$ cat src/rtl/led_shifter.sv
// Bouncing-light LED driver: a free-running prescaler paces a single lit bit
// that ping-pongs across the output vector.
module led_shifter #(
    parameter int unsigned SHIFT_BITS  = 4,
    parameter int unsigned CNTDIV_BITS = 2
) (
    input  logic                  clk,
    input  logic                  rst,
    output logic [SHIFT_BITS-1:0] qbits
);

    typedef enum logic {
        DIR_UP   = 1'b0,
        DIR_DOWN = 1'b1
    } dir_e;

    logic [CNTDIV_BITS-1:0] cnt_q, cnt_d;
    logic                   tick;

    logic [SHIFT_BITS-1:0]  qbits_q, qbits_d;
    dir_e                   dir_q, dir_d;
    logic                   one_hot;

    always_comb begin
        cnt_d = cnt_q + CNTDIV_BITS'(1);
        tick  = &cnt_q;
    end

    always_ff @(posedge clk or negedge rst) begin
        if (!rst) begin
            cnt_q <= '0;
        end else begin
            cnt_q <= cnt_d;
        end
    end

    // Zero and multi-hot patterns both fail this test and trigger a reload.
    assign one_hot = (qbits_q != '0) &&
                     ((qbits_q & (qbits_q - SHIFT_BITS'(1))) == '0);

    always_comb begin
        qbits_d = qbits_q;
        dir_d   = dir_q;
        if (tick) begin
            if (!one_hot) begin
                qbits_d = SHIFT_BITS'(1);
                dir_d   = DIR_UP;
            end else if (dir_q == DIR_UP) begin
                if (qbits_q[SHIFT_BITS-1]) begin
                    dir_d   = DIR_DOWN;
                    qbits_d = qbits_q >> 1;
                end else begin
                    qbits_d = qbits_q << 1;
                end
            end else begin
                if (qbits_q[0]) begin
                    dir_d   = DIR_UP;
                    qbits_d = qbits_q << 1;
                end else begin
                    qbits_d = qbits_q >> 1;
                end
            end
        end
    end

    always_ff @(posedge clk or negedge rst) begin
        if (!rst) begin
            qbits_q <= SHIFT_BITS'(1);
            dir_q   <= DIR_UP;
        end else begin
            qbits_q <= qbits_d;
            dir_q   <= dir_d;
        end
    end

    assign qbits = qbits_q;

endmodule

$ cat config.mk
export PLATFORM = sky130hd
export DESIGN_NAME = led_shifter
export DESIGN_NICKNAME = d
export VERILOG_FILES = /design/src/rtl/led_shifter.sv
export SDC_FILE = /design/constraint.sdc
export NUM_CORES = 1
export LEC_CHECK = 0
export CORE_AREA = 2 2 39 41
export CTS_BUF_LIST = sky130_fd_sc_hd__clkbuf_8
export DETAILED_ROUTE_END_ITERATION = 12
export DIE_AREA = 0 0 41 43
export PLACE_DENSITY_LB_ADDON = 0.25
export SKIP_CTS_REPAIR_TIMING = 1
export SYNTH_ARGS = -nofsm -noshare
export SYNTH_HDL_FRONTEND = slang
export SYNTH_SLANG_ARGS = --single-unit
$ cat constraint.sdc
create_clock -name clk -period 1.8 [get_ports clk]
set_clock_uncertainty 0.2 [all_clocks]
set_input_delay 0.27 -clock clk [delete_from_list [all_inputs] [get_ports clk]]
set_output_delay 0.27 -clock clk [all_outputs]
set_load 0.01 [all_outputs]
==> results.toml, run 1 <==
[layout]
n_antenna_cell = 0
stdcell_area_um2 = 462
syn_to_final_growth_pct = 34.2
drive_gt1_share_pct = 14.6
final_nets = 45
fillers = 152

[worst_setup_path]
cp_top_family = "buffers and inverters"
rrSetupSlack_ns = 0.31
reg2reg_depth = 4
cp_max_fo = 7
cp.arrival_ns = 1.26
crit_path_top_delay_cell = "clkdlybuf4s50_1"
crit-reg2reg-launch = "cnt_q[0]"
end_kind = "output port"
critPathLaunchType = "flop"
cp.required_ns = 1.33
r2r-end = "qbits[0]"
crit_chain = "clkdlybuf4s50_1"
crit_buf_inv = 1
slowest_delay_ns = 0.58
worstSetupPathType = "flop to output port"

[yosys]
yosysWarnings = 0
synthesis.nets = 35
synth_top_cell_area_share_pct = 43.6
synth.distinct_cells = 20
synth_area_um2 = 344
avgSynthCellArea_um2 = 10.8
synth_seq_cells = 7
yosys-top-cells-area = "dfrtp_1 44%, dfstp_2 7.6%, inv_1 5.5%, xor2_1 5.1%, ha_1 3.6%"
yosysTopAreaCell = "dfrtp_1"
synth.yosys.seq_area_share_pct = 51.3
synthCells = 32

[clocking]
root_buffer = "clkbuf_8"
cts_buffer_depth = 2
cts-buffers-inserted = 3
clkLatencyLatePin_ns = 0.22
cts.sinks = 7
clkSlewWorstSetupHoldPaths_ns = 0.04
cts_tree = "built"
htreeDepth = 1

[global_route]
antenna_found_initial = 0
grt_pass1_vias = 260
overflow = 0
grt_first_pass_wirelength_um = 1030
grtUsageTotal_pct = 9.51
grt_max_degree = 8

[drt]
via_per_inst = 4.61
ant_nets = 0
vias = 263
avgRoutedWirePerCell_um = 10.4
wirelength_um = 593
dr.pass1.iters = 4
drtIter0Drc = 3
route.detailed.drc = 0

[floorplanning]
rows = 14
die_x_um = 41
die_height_um = 43
boundaryPins = 6
core_area_mm2 = 0.00138
start_util_pct = 24.9
dieArea_mm2 = 0.00176

[status]
status = "completed"

[power_and_ir_drop]
p_leak_nw = 0.223
power_density_mw_per_mm2 = 805
vdd_drop_max_uv = 317

[placed_design]
io_buffers = 5
place.gp.congestion = 0.822
dp_hpwl_um = 467
placed_cell_area_um2 = 414

[timing]
rsz0062_at_grt = "no"
min_period_over_period_pct = 96.4
hold_viol = 0
setup_viol = 0
slew_headroom_pct = 79.7
fin_crit_ns = 1.73
maxSlewViolCount = 0
setup_tns_ns = 0
fmax_mhz = 576
worstMarginPinSlew_ns = 0.303

[worst_hold_path]
hold_class = "input port to asynchronous set/reset pin"

[job]
drv_cap = 0
-- layout make-up --
class                           instances  area, um2  area share, %
Clock buffer                            3       41.3           8.94
Timing Repair Buffer                    5       52.6           11.4
Multi-Input combinational cell         19        145           31.4
Inverter                                6       22.5           4.88
Tap cell                               16       20.0           4.34
Clock inverter                          1       3.75          0.813
Sequential cell                         7        176           38.2
-- layout by cell type, fill, tap and decap left out, drive strengths merged, types with 2 or more instances in the layout --
cell type	instances
a21oi	2
and2b	2
clkbuf	3
clkdlybuf4s50	4
dfrtp	6
inv	7
o22ai	2
xor2	2
-- through the flow --
step           hold WS, ns  utilization (%)  setup WS (ns)  total power [mW]  std cells
6_report             0.101             33.4         0.0652             0.372         57
5_1_grt              0.121             33.4        0.00213             0.390         57
2_1_floorplan       -0.226                -          0.416             0.160         32
4_1_cts              0.106             33.2        0.00213             0.381         57
3_5_place_dp         0.216             29.9          0.244             0.165         53
3_3_place_gp         0.212             29.9          0.252             0.165         53
-- report_power, final --
part	switching, mW	leakage, nW	internal, mW
Sequential	0	0.0796	0.158
Combinational	0.00277	0.117	0.00193
Clock	0.0619	0.0269	0.147
-- flip-flops by register name (all words and copies together), names as in the netlist --
| name | flops |
|---|---|
| cnt_q | 2 |
| dir_q | 1 |
| qbits | 4 |
-- Yosys cell counts --
library cell,number
and2b_1,1
and3b_1,1
o22ai_1,2
a21oi_1,2
nor3_1,1
a221o_1,1
a32oi_1,1
o21ai_0,1
ha_1,1
xor2_1,2
o211ai_1,1
and2b_2,1
or3_1,1
nor3b_1,1
dfstp_2,1
inv_2,1
inv_1,5
o2bb2ai_1,1
dfrtp_1,6
or3b_1,1
-- routing by layer --
layer / vias up / routed length [um] / GRT usage [%]
met5: - / 0 / 0
met4: 0 / 0 / 10.0
met3: 0 / 20 / 3.14
met2: 5 / 307 / 12.8
met1: 126 / 266 / 10.6
li1: 132 / - / -
-- kinds of logic (layout without fill, tap and decap cells) --
kind of cell / after synthesis / after routing / share of synthesized area, %
xor gates and xnor gates: 2 / 2 / 5.09
AOI/OAI and AO/OA: 9 / 9 / 18.2
buffers and inverters: 6 / 15 / 6.54
and+or+nand+nor: 7 / 7 / 15.3
DFF: 7 / 7 / 51.3
adders and majority gates: 1 / 1 / 3.64
-- worst max path at each step --
stage / to / slack [ns] / cells after the start / start
after floorplan: qbits[0] / 0.42 / 4 / cnt_q[0]
after CTS: qbits[0] / 0.002 / 1 / qbits[0]
after global routing: qbits[2] / 0.002 / 1 / qbits[2]
after global placement: qbits[0] / 0.25 / 1 / qbits[0]
after detailed placement: qbits[0] / 0.24 / 1 / qbits[0]
final: qbits[2] / 0.07 / 1 / qbits[2]
No activity file was read; power rests on OpenSTA's default activity.
==> run 2, diff against run 1 <==
--- a/config.mk
+++ b/config.mk
@@ -7,6 +7,7 @@
 export LEC_CHECK = 0
 export CORE_AREA = 2 2 39 41
 export CTS_BUF_LIST = sky130_fd_sc_hd__clkbuf_8
+export CTS_CLUSTER_SIZE = 20
 export DETAILED_ROUTE_END_ITERATION = 12
 export DIE_AREA = 0 0 41 43
 export PLACE_DENSITY_LB_ADDON = 0.25
==> results of run 2 <==
Final layout, timing and power as in run 1 (identical DEF).
